$ cat config.mk
export PLATFORM = sky130hd
export DESIGN_NAME = gray_alu_scheduler
export DESIGN_NICKNAME = d
export VERILOG_FILES = /design/src/rtl/gray_alu_scheduler.sv
export SDC_FILE = /design/constraint.sdc
export NUM_CORES = 1
export LEC_CHECK = 0
export ABC_AREA = 1
export ABC_CLOCK_PERIOD_IN_PS = 1830
export BUFFER_PORTS_ARGS = -buffer_cell sky130_fd_sc_hd__buf_2
export CAP_MARGIN = 20
export CORE_ASPECT_RATIO = 1.25
export CORE_MARGIN = 5
export CORE_UTILIZATION = 35
export CTS_BUF_LIST = sky130_fd_sc_hd__clkbuf_4 sky130_fd_sc_hd__clkbuf_8
export DETAILED_ROUTE_END_ITERATION = 10
export PLACE_DENSITY_LB_ADDON = 0.2
export SLEW_MARGIN = 20
export SYNTH_ARGS = -nofsm -noshare
export SYNTH_HDL_FRONTEND = slang
export SYNTH_SLANG_ARGS = --single-unit
export TNS_END_PERCENT = 100
$ cat constraint.sdc
create_clock -name clk -period 1.83 [get_ports clk]
set_input_delay 0.2745 -clock clk [delete_from_list [all_inputs] [get_ports clk]]
set_output_delay 0.2745 -clock clk [all_outputs]
set_load 0.005 [all_outputs]
$ cat src/rtl/gray_alu_scheduler.sv
// Round-robin arbiter that shares one grayALU between two valid/ready requesters and returns
// tagged results. Optional macro GRAY_RESULT_DECODE_EN converts the Gray result to binary at capture.
module gray_alu_scheduler #(
  parameter int unsigned DATA_W  = 8,
  parameter int unsigned SEL_W   = 4,
  parameter int unsigned ALU_LAT = 1
) (
  input  logic              clk,
  input  logic              rst_n,
  input  logic              req0_valid,
  output logic              req0_ready,
  input  logic [DATA_W-1:0] req0_a,
  input  logic [DATA_W-1:0] req0_b,
  input  logic [SEL_W-1:0]  req0_sel,
  input  logic              req1_valid,
  output logic              req1_ready,
  input  logic [DATA_W-1:0] req1_a,
  input  logic [DATA_W-1:0] req1_b,
  input  logic [SEL_W-1:0]  req1_sel,
  output logic [DATA_W-1:0] alu_a,
  output logic [DATA_W-1:0] alu_b,
  output logic [SEL_W-1:0]  alu_select,
  output logic              alu_enable,
  input  logic [DATA_W-1:0] alu_result,
  input  logic [3:0]        alu_flags,
  output logic              rsp_valid,
  input  logic              rsp_ready,
  output logic              rsp_id,
  output logic [DATA_W-1:0] rsp_result,
  output logic [3:0]        rsp_flags,
  output logic              busy
);

  localparam int unsigned CntW = 4;

  typedef enum logic [1:0] {StIdle, StIssue, StWait, StResp} state_e;

  state_e              state_q, state_d;
  logic                rr_q, rr_d;
  logic                id_q, id_d;
  logic [CntW-1:0]     cnt_q, cnt_d;
  logic [DATA_W-1:0]   alu_a_q, alu_a_d, alu_b_q, alu_b_d;
  logic [SEL_W-1:0]    alu_sel_q, alu_sel_d;
  logic                alu_en_q, alu_en_d;
  logic                rsp_id_q, rsp_id_d;
  logic [DATA_W-1:0]   rsp_result_q, rsp_result_d;
  logic [3:0]          rsp_flags_q, rsp_flags_d;
  logic                gnt_any, gnt_id;
  logic [DATA_W-1:0]   cap_result;

  // Pointer only breaks ties; a lone requester always wins.
  always_comb begin
    gnt_any = req0_valid | req1_valid;
    gnt_id  = (req0_valid && req1_valid) ? rr_q : req1_valid;
  end

  // Gated with rst_n so no ready can be seen while reset is asserted.
  assign req0_ready = rst_n && (state_q == StIdle) && gnt_any && !gnt_id;
  assign req1_ready = rst_n && (state_q == StIdle) && gnt_any && gnt_id;

`ifdef GRAY_RESULT_DECODE_EN
  always_comb begin
    cap_result = '0;
    for (int i = 0; i < int'(DATA_W); i++) begin
      cap_result[i] = ^(alu_result >> i);
    end
  end
`else
  assign cap_result = alu_result;
`endif

  always_comb begin
    state_d      = state_q;
    rr_d         = rr_q;
    id_d         = id_q;
    cnt_d        = cnt_q;
    alu_a_d      = alu_a_q;
    alu_b_d      = alu_b_q;
    alu_sel_d    = alu_sel_q;
    alu_en_d     = alu_en_q;
    rsp_id_d     = rsp_id_q;
    rsp_result_d = rsp_result_q;
    rsp_flags_d  = rsp_flags_q;
    unique case (state_q)
      StIdle: begin
        if (gnt_any) begin
          alu_a_d   = gnt_id ? req1_a : req0_a;
          alu_b_d   = gnt_id ? req1_b : req0_b;
          alu_sel_d = gnt_id ? req1_sel : req0_sel;
          id_d      = gnt_id;
          alu_en_d  = 1'b1;
          cnt_d     = CntW'(ALU_LAT - 1);
          state_d   = StIssue;
        end
      end
      // The issue cycle already counts toward the latency, so ALU_LAT=1 captures here.
      StIssue, StWait: begin
        if (cnt_q == '0) begin
          rsp_result_d = cap_result;
          rsp_flags_d  = alu_flags;
          rsp_id_d     = id_q;
          alu_en_d     = 1'b0;
          state_d      = StResp;
        end else begin
          cnt_d   = cnt_q - 1'b1;
          state_d = StWait;
        end
      end
      StResp: begin
        if (rsp_ready) begin
          rr_d    = ~rsp_id_q;
          state_d = StIdle;
        end
      end
      default: state_d = StIdle;
    endcase
  end

  always_ff @(posedge clk or negedge rst_n) begin
    if (!rst_n) begin
      state_q      <= StIdle;
      rr_q         <= 1'b0;
      id_q         <= 1'b0;
      cnt_q        <= '0;
      alu_a_q      <= '0;
      alu_b_q      <= '0;
      alu_sel_q    <= '0;
      alu_en_q     <= 1'b0;
      rsp_id_q     <= 1'b0;
      rsp_result_q <= '0;
      rsp_flags_q  <= '0;
    end else begin
      state_q      <= state_d;
      rr_q         <= rr_d;
      id_q         <= id_d;
      cnt_q        <= cnt_d;
      alu_a_q      <= alu_a_d;
      alu_b_q      <= alu_b_d;
      alu_sel_q    <= alu_sel_d;
      alu_en_q     <= alu_en_d;
      rsp_id_q     <= rsp_id_d;
      rsp_result_q <= rsp_result_d;
      rsp_flags_q  <= rsp_flags_d;
    end
  end

  assign alu_a      = alu_a_q;
  assign alu_b      = alu_b_q;
  assign alu_select = alu_sel_q;
  assign alu_enable = alu_en_q;
  assign rsp_valid  = (state_q == StResp);
  assign rsp_id     = rsp_id_q;
  assign rsp_result = rsp_result_q;
  assign rsp_flags  = rsp_flags_q;
  assign busy       = (state_q != StIdle);

endmodule

==> reports/results.tsv, run 1 <==
metric	value	unit
clk slew on worst S/H paths	0.08	ns
Initial DRC Count	81	
Synth area leader	dfrtp_1	
Finished Layout Cells	457	
CP Launch Type	flip-flop	
power per cell area	1570	nW/um^2
flops & latches, synth	42	
DR DRC count	0	
worst skew pair latency	0.28	ns
Port Buffers	94	
Final Hold Fails	0	
die footprint	7790	sq um
worst min-delay path class	in2async	
Avg Inst Size Synth	7.61	sq um
worst vdd ir	0.000467	V
Num CTS Buffers	5	
DRT Wirelength	5160	microns
final clock skew	0.00383	ns
P_leak	1.63	nW
Total GRT Usage	13.8	%
worst hold slack	0.0877	ns
CTS sink count	42	
Tightest Pin Transition	0.545	ns
CORE AREA	5860	sq um
final antenna-violating net count	0	
Starting Density	36.5	%
sequential share of the synthesized area	49.1	%
Post-DP Area	2670	sq um
post-synth design cell area	2140	sq um
R2R cell count	6	
RSZ-0062 raised after global routing	false	
critical path arrival	1.40	ns
WP buf/inv	2	
Worst Path Max Fanout	4	
CP endpoint kind	primary output	
Inst Count DP	450	
post-layout min period	1.67	ns
Die Ht	97.4	microns
WP data required	1.56	ns
drt pass-1 iters	4	
Ys Warns	0	
crit-path cells	inv_1 -> ha_1 -> o21ai_2 -> nor3_2 -> buf_2	
share of cells above drive strength 1	32.5	%
H-tree Lvls	2	
largest net degree at the start of global routing	43	
Crit path max-delay family	flip-flops	
CP max stage cell	dfrtp_1	
grt total ovfl	0	
cell count after synthesis	281	
# IOs	95	
Worst R2R Start	state_q[0]	
DR vias	1940	
setup TNS	0	ns
design area	2750	sq um
pre-CTS WS	0.282	ns
fin. max-slew vios	0	
DR WL/cell	11.3	microns
fmax	597	MHz
flop2flop setup slack	0.28	ns
CTS Hold Bufs	0	
floorplan row count	31	
vias in the first global route	1931	
fin crit share	91.5	%
DP Wirelength	3830	microns
area fraction of the dominant cell type after synthesis	49.1	%
status	finished clean	
ANT cells	0	
CP max stage delay	0.40	ns
postcts setup bufs	0	
post-CTS sizing	0	
CTS Buffer Depth	2	
# nets final	436	
syn nets	342	
DR vias/cell	4.25	
synth-to-layout area growth	28.6	%
clk root buf	clkbuf_8	
number of distinct library cells after synthesis	19	
critical path type	reg2out	
RD Place Congestion	0.779	
die width	79.9	microns
top post-synthesis cells by area	dfrtp_1, nand2_1, inv_1, o21ai_1, o21ai_2	
CTS tree	done	
fin worst setup slack	0.155	ns
global-route wire length before repair	8630	microns
max-cap violations	0	
Rel. slew slack	63.7	%
antenna violations before repair	0	
Reg-to-Reg End	cnt_q[0]	
final setup fails	0	
-- synth_stat cells, drive strengths merged --
cell type,count
a21oi,1
a31oi,1
buf,10
dfrtp,42
ha,4
inv,48
nand2,105
nand3,6
nand3b,1
nor2,25
nor3,1
o21ai,37
-- metrics by stage --
stage | power, mW | util [%]
2_1_floorplan | 3.11 | -
3_3_place_gp | 3.75 | 45.5
3_5_place_dp | 3.80 | 45.5
4_1_cts | 4.41 | 47.0
5_1_grt | 4.77 | 47.0
6_report | 4.32 | 47.0
-- layout by cell type (no fill, tap or decap) --
| master | netlist | routed |
|---|---|---|
| a21oi_1 | 1 | 1 |
| a31oi_1 | 1 | 1 |
| buf_2 | 6 | 94 |
| buf_4 | 2 | 3 |
| clkbuf_4 | 0 | 2 |
| clkbuf_8 | 0 | 5 |
| dfrtp_1 | 42 | 42 |
| ha_1 | 4 | 4 |
| inv_1 | 45 | 45 |
| inv_2 | 3 | 3 |
| nand2_1 | 104 | 104 |
| nand2_2 | 1 | 1 |
| nand3_1 | 5 | 5 |
| nand3_4 | 1 | 1 |
| nand3b_1 | 1 | 1 |
| nor2_1 | 24 | 24 |
| nor2_2 | 1 | 1 |
| nor3_2 | 1 | 1 |
| o21ai_1 | 26 | 26 |
| o21ai_2 | 11 | 11 |
-- flip-flops by register name, indices dropped and copies added, names as in the netlist, 2 cells and up --
name and flops:
alu_a 8, alu_b 8, alu_select 4, rsp_flags 4, rsp_result 8, cnt_q 4, state_q 2
-- where the power goes --
group | total [mW] | switching (mW) | internal [mW]
Clock | 0.589 | 0.296 | 0.293
Sequential | 1.62 | 0.231 | 1.39
Combinational | 2.11 | 1.25 | 0.863
-- worst max-delay path by stage --
stage / cells past startpoint / slack, ns / to / start
after floorplan: 5 / 0.49 / req0_ready / state_q[0]
after global placement: 6 / 0.33 / cnt_q[3] / state_q[0]
after detailed placement: 6 / 0.28 / cnt_q[0] / state_q[0]
after CTS: 5 / 0.14 / req0_ready / state_q[0]
after global routing: 5 / 0.05 / req0_ready / state_q[1]
final: 5 / 0.16 / req0_ready / state_q[0]
-- metal layers --
| metal | vias to the layer above | track usage [%] | share of wire [%] |
|---|---|---|---|
| met2 | 47 | 24.4 | 51 |
| li1 | 1023 | - | - |
| met4 | 0 | 4.55 | 1.6 |
| met1 | 863 | 15.6 | 41 |
| met3 | 7 | 3.80 | 6.1 |
| met5 | - | 0 | 0 |
-- cell families after synthesis --
group / Yosys count / share of synthesized area, %
fa+ha+maj: 4 / 2.34
compound gates: 39 / 11.1
buf+inv: 58 / 11.6
simple gates: 138 / 25.8
flops: 42 / 49.1
-- final cells by class --
| class | count | area (sq um) |
|---|---|---|
| fill | 631 | 3110 |
| sequential | 42 | 1050 |
| multi-input combinational | 181 | 841 |
| timing repair buffer | 97 | 493 |
| inverter | 48 | 180 |
| tap | 82 | 103 |
| clock buffer | 7 | 83.8 |
Note: power is estimated with default switching activity, not from simulation.
==> inputs of run 2 (changes only) <==
--- a/config.mk
+++ b/config.mk
@@ -5,7 +5,6 @@
 export SDC_FILE = /design/constraint.sdc
 export NUM_CORES = 1
 export LEC_CHECK = 0
-export ABC_AREA = 1
 export ABC_CLOCK_PERIOD_IN_PS = 1830
 export BUFFER_PORTS_ARGS = -buffer_cell sky130_fd_sc_hd__buf_2
 export CAP_MARGIN = 20
@@ -14,6 +13,7 @@
 export CORE_UTILIZATION = 35
 export CTS_BUF_LIST = sky130_fd_sc_hd__clkbuf_4 sky130_fd_sc_hd__clkbuf_8
 export DETAILED_ROUTE_END_ITERATION = 10
+export GPL_TIMING_DRIVEN = 0
 export PLACE_DENSITY_LB_ADDON = 0.2
 export SLEW_MARGIN = 20
 export SYNTH_ARGS = -nofsm -noshare
==> reports/results.tsv, run 2 <==
metric	value	unit	change
status	complete, but fails checks		
failing checks	hold timing		
CP endpoint kind	flip-flop		
power per cell area	1730	nW/um^2	+10%
fin crit share	96.2	%	+4.7 points
synth-to-layout area growth	38.7	%	
Worst R2R Start	state_q[0]		
post-layout min period	1.76	ns	+0.0851 ns
RD Place Congestion	0.812		+4.2%
worst skew pair latency	0.29	ns	about the same
top post-synthesis cells by area	dfrtp_1, mux2_2, nand3b_1, a31oi_1, o21ai_0		
Fill cells	583		-7.6%
DR WL/cell	15.4	microns	+37%
CP max stage delay	0.40	ns	about the same
CORE AREA	5740	sq um	-2.0%
Multi-input gate area	922	sq um	+9.7%
worst vdd ir	0.000638	V	+37%
top-count cell post-synth	dfrtp_1		
CTS Buffer Depth	2		unchanged
synth cell count leaders	dfrtp_1, nor2_1, a31oi_1, nand3b_1, o21ai_0		
Ys Warns	0		unchanged
clk slew on worst S/H paths	0.08	ns	about the same
H-tree Lvls	2		unchanged
drt pass-1 iters	4		unchanged
Avg Inst Size Synth	10.3	sq um	+35%
Final Power	4.88	mW	+13%
WP data required	2.03	ns	+0.47 ns
Total GRT Usage	15.0	%	+1.2 points
pre-CTS WS	-0.132	ns	-0.414 ns
crit-path cells	inv_2 -> ha_4 -> buf_6 -> nor4bb_4 -> buf_4 -> or3_4 -> o31ai_4		
critical path arrival	1.96	ns	+0.56 ns
floorplan row count	31		unchanged
max-cap violations	0		unchanged
Util after Layout	49.3	%	+2.3 points
worst hold slack	-0.0372	ns	-0.125 ns
DR vias/cell	5.08		+20%
# IOs	95		unchanged
sequential share of the synthesized area	51.5	%	+2.4 points
critical path type	reg2reg		
DRT Wirelength	5720	microns	+11%
antenna violations before repair	0		unchanged
CP max stage cell	dfrtp_1		
CTS sink count	42		unchanged
Die Ht	95.3	microns	-2.1%
Rel. slew slack	62.8	%	-0.85 points
asr flop ratio synth	100	%	unchanged
final setup fails	0		unchanged
die footprint	7460	sq um	-4.2%
Initial DRC Count	40		-51%
Post-synth EDFFs	0		unchanged
global-route wire length before repair	9000	microns	+4.3%
DP Wirelength	4050	microns	+5.7%
CTS tree	done		
Final Hold Fails	42		+42
cell count after synthesis	198		-30%
P_leak	1.30	nW	-20%
post-synth design cell area	2040	sq um	-4.7%
flops & latches, synth	42		unchanged
Num CTS Buffers	5		unchanged
most frequent cells in the layout	buf_2, dfrtp_1, nor2_1		
DR DRC count	0		unchanged
largest net degree at the start of global routing	45		+4.7%
Tightest Pin Transition	0.557	ns	+0.0127 ns
Starting Density	35.5	%	-1.0 points
Reg-to-Reg End	cnt_q[2]		
fmax	568	MHz	-4.8%
worst min-delay path class	in2async		
syn nets	259		-24%
Port Buffers	94		unchanged
fin worst setup slack	0.0699	ns	-0.0851 ns
flop2flop setup slack	0.07	ns	-0.21 ns
final antenna-violating net count	0		unchanged
clk root buf	clkbuf_8		
DR vias	1884		-2.9%
CTS Hold Bufs	0		unchanged
Worst Path Max Fanout	6		+2
Synth area leader	dfrtp_1		
R2R cell count	7		+1
commonest non-fill, non-tap cell in the layout	buf_2		
CP Launch Type	flip-flop		
share of cells above drive strength 1	44.9	%	+12 points
die width	78.3	microns	-2.1%
ANT cells	0		unchanged
# nets final	365		-16%
design area	2830	sq um	+2.8%
vias in the first global route	1977		+2.4%
Seq. cell area	1050	sq um	unchanged
area fraction of the dominant cell type after synthesis	51.5	%	+2.4 points
number of distinct library cells after synthesis	32		+13
fin. max-slew vios	0		unchanged
Post-DP Area	2590	sq um	-2.8%
final clock skew	0.00970	ns	+0.00587 ns
grt total ovfl	0		unchanged
Crit path max-delay family	simple AND/OR/NAND/NOR gates		
WP buf/inv	3		+1
Main synth FF type	dfrtp_1		
run 2: cell count changes in the layout (fill, tap and decap cells not counted), sizes merged, moves of 14 or more:
cell,previous run,this run
o21ai,37,21
a31oi,1,21
nand2,105,3
nand3b,1,21
inv,48,10
mux2,0,14
run 2: cells by family (layout without fill, tap and decap cells):
kind of cell	after synthesis	in the layout	share of synthesized area, %
simple gates	57	57	16.6
compound gates	55	55	16.2
flops	42	42	51.5
buf+inv	26	133	5.52
mux	14	14	7.73
fa+ha+maj	4	4	2.45
run 2: worst max-delay path by stage:
| stage | startpoint | endpoint | slack [ns] | cells after the start |
|---|---|---|---|---|
| after global placement | state_q[1] | rsp_result[2] | -0.08 | 7 |
| after global routing | state_q[0] | rsp_result[3] | -0.001 | 7 |
| after detailed placement | state_q[0] | rsp_result[1] | -0.13 | 7 |
| after CTS | state_q[0] | rsp_result[1] | 0.006 | 7 |
| after floorplan | state_q[0] | rsp_flags[3] | 0.08 | 7 |
| final | state_q[0] | cnt_q[2] | 0.07 | 7 |
run 2: what timing repair did:
| item | CTS | global route |
|---|---|---|
| gates resized for setup | 4 | 9 |
| endpoints found under the setup margin | 10 | 15 |
| cloned | 0 | 1 |
| setup buffers | 3 | 2 |
run 2: final cells by class:
cell class              instances  area share (%)
flip-flops and latches         42            37.2
multi-input cells             130            32.6
repair buffers                100            19.1
clock buffers                   7            2.96
well taps                      66            2.92
plain buffers                  15            2.88
inverters                      10            1.33
clock inverters                 1            1.06
run 2: routing by layer:
| layer | share of wire (%) | track usage, % | up-vias |
|---|---|---|---|
| li1 | - | - | 914 |
| met1 | 42 | 17.7 | 909 |
| met2 | 52 | 27.7 | 57 |
| met3 | 4.9 | 2.46 | 4 |
| met4 | 1.0 | 4.66 | 0 |
| met5 | 0 | 0 | - |
run 2: metrics by stage:
stage | cells | setup TNS, ns | hold slack [ns]
final | 371 | 0 | -0.0372
after global routing | 371 | -0.000973 | 0.0244
after CTS | 368 | 0 | 0.169
after detailed placement | 358 | -1.08 | 0.490
after global placement | 358 | -0.667 | 0.484
after floorplan | 198 | 0 | -0.0211
run 2: where the power goes:
| group | internal, mW | leakage [nW] | switching (mW) | total (mW) |
|---|---|---|---|---|
| Sequential | 1.41 | 0.484 | 0.263 | 1.67 |
| Combinational | 1.32 | 0.760 | 1.14 | 2.46 |
| Clock | 0.438 | 0.0593 | 0.312 | 0.750 |
| Total | 3.16 | 1.30 | 1.72 | 4.88 |
==> inputs of run 3 (changes only) <==
--- a/config.mk
+++ b/config.mk
@@ -5,6 +5,7 @@
 export SDC_FILE = /design/constraint.sdc
 export NUM_CORES = 1
 export LEC_CHECK = 0
+export ABC_AREA = 1
 export ABC_CLOCK_PERIOD_IN_PS = 1830
 export BUFFER_PORTS_ARGS = -buffer_cell sky130_fd_sc_hd__buf_2
 export CAP_MARGIN = 20
==> reports/results.tsv, run 3 (synthesis results as in run 1) <==
metric	value	unit	change
WP data required	1.56	ns	-0.47 ns
worst skew pair latency	0.29	ns	about the same
Rel. slew slack	61.8	%	-1.0 points
status	complete, but fails checks		
clk root buf	clkbuf_8		
Total GRT Usage	14.3	%	-0.64 points
DR WL/cell	11.6	microns	-24%
synth-to-layout area growth	31.9	%	
grt total ovfl	0		unchanged
flop2flop setup slack	0.43	ns	+0.36 ns
max-cap violations	0		unchanged
CTS sink count	42		unchanged
postcts setup bufs	0		-3
Reg-to-Reg End	alu_select[1]		
CP Launch Type	flip-flop		
DR DRC count	0		unchanged
Final Hold Fails	31		-26%
worst hold slack	-0.0342	ns	+0.00295 ns
fin. max-slew vios	0		unchanged
clk slew on worst S/H paths	0.08	ns	about the same
Seq. cell area	1050	sq um	unchanged
CORE AREA	5860	sq um	+2.0%
critical path type	reg2out		
commonest non-fill, non-tap cell in the layout	nand2_1		
die width	79.9	microns	+2.1%
Worst R2R Start	state_q[0]		
antenna violations before repair	0		unchanged
floorplan row count	31		unchanged
ANT cells	0		unchanged
Die Ht	97.4	microns	+2.2%
design area	2820	sq um	-0.22%
P_leak	1.66	nW	+28%
Multi-input gate area	851	sq um	-7.7%
DRT Wirelength	5400	microns	-5.5%
DR vias	1995		+5.9%
worst min-delay path class	in2async		
Util after Layout	48.2	%	-1.1 points
RD Place Congestion	0.805		-0.85%
CTS tree	done		
Num CTS Buffers	5		unchanged
failing checks	hold timing		
global-route wire length before repair	8990	microns	about the same
final clock skew	0.00994	ns	+0.000241 ns
# IOs	95		unchanged
Tightest Pin Transition	0.573	ns	+0.0155 ns
share of cells above drive strength 1	34.0	%	-11 points
Worst Path Max Fanout	14		+8
worst vdd ir	0.000531	V	-17%
final setup fails	0		unchanged
die footprint	7790	sq um	+4.3%
CTS Buffer Depth	2		unchanged
power per cell area	1600	nW/um^2	-7.2%
H-tree Lvls	2		unchanged
CP endpoint kind	primary output		
critical path arrival	1.43	ns	-0.53 ns
Starting Density	36.5	%	+1.0 points
vias in the first global route	1980		+0.15%
Fill cells	599		+2.7%
final antenna-violating net count	0		unchanged
Initial DRC Count	67		+68%
fmax	587	MHz	+3.3%
RSZ-0062 raised after global routing	false		
fin crit share	93.1	%	-3.1 points
drt pass-1 iters	4		unchanged
DP Wirelength	4030	microns	-0.49%
# nets final	442		+21%
DR vias/cell	4.30		-15%
Post-DP Area	2710	sq um	+4.6%
most frequent cells in the layout	nand2_1, buf_2, inv_1		
R2R cell count	7		unchanged
largest net degree at the start of global routing	44		-2.2%
Port Buffers	94		unchanged
post-layout min period	1.70	ns	-0.0562 ns
run 3: per-stage QoR:
stage	instances	TNS (ns)	setup WS, ns	total power [mW]
finish	464	0	0.126	4.52
global route	464	0	0.0134	4.97
CTS	464	0	0.0176	4.58
detailed placement	457	-0.0300	-0.0300	3.94
global placement	457	-0.0360	-0.0360	3.89
floorplan	281	0	0.489	3.11
run 3: where the power goes:
group          total [mW]  switching, mW  internal [mW]  leakage [nW]
clock               0.632          0.312          0.320        0.0517
combinational        2.27           1.31          0.963          1.09
sequential           1.62          0.229           1.39         0.518
run 3: metal layers:
layer	vias up	global-route usage, %	wire [microns]
met3	10	3.15	296
met1	892	16.7	2240
li1	1042	-	-
met5	-	0	0
met4	0	4.81	99
met2	51	25.4	2760
run 3: timing repair:
item                                   in CTS  in global routing
endpoints found under the hold margin      42                  0
setup endpoints to repair                   1                  2
resized for setup                           1                  5
run 3: area by class of cell:
| cell class | instances | area share [%] |
|---|---|---|
| multi-input cells | 181 | 30.2 |
| well taps | 82 | 3.64 |
| inverters | 48 | 6.39 |
| clock buffers | 7 | 3.19 |
| flip-flops and latches | 42 | 37.3 |
| plain buffers | 9 | 2.44 |
| repair buffers | 94 | 16.8 |
| clock inverters | 1 | 0.177 |
run 3: worst max path at each step:
| stage | depth (start not counted) | slack, ns | from | to |
|---|---|---|---|---|
| 5_1_grt | 8 | 0.01 | rr_q | req1_ready |
| 3_3_place_gp | 4 | -0.04 | rst_n | req0_ready |
| 6_report | 5 | 0.13 | state_q[0] | req0_ready |
| 4_1_cts | 5 | 0.02 | state_q[0] | req0_ready |
| 3_5_place_dp | 4 | -0.03 | rst_n | req0_ready |
| 2_1_floorplan | 5 | 0.49 | state_q[0] | req0_ready |
run 3: worst max-delay path, stage by stage, from the launching register on:
cell	delay [ns]
dfrtp_1	0.41
inv_1	0.07
ha_2	0.23
o21ai_4	0.15
nor3_2	0.16
buf_2	0.13
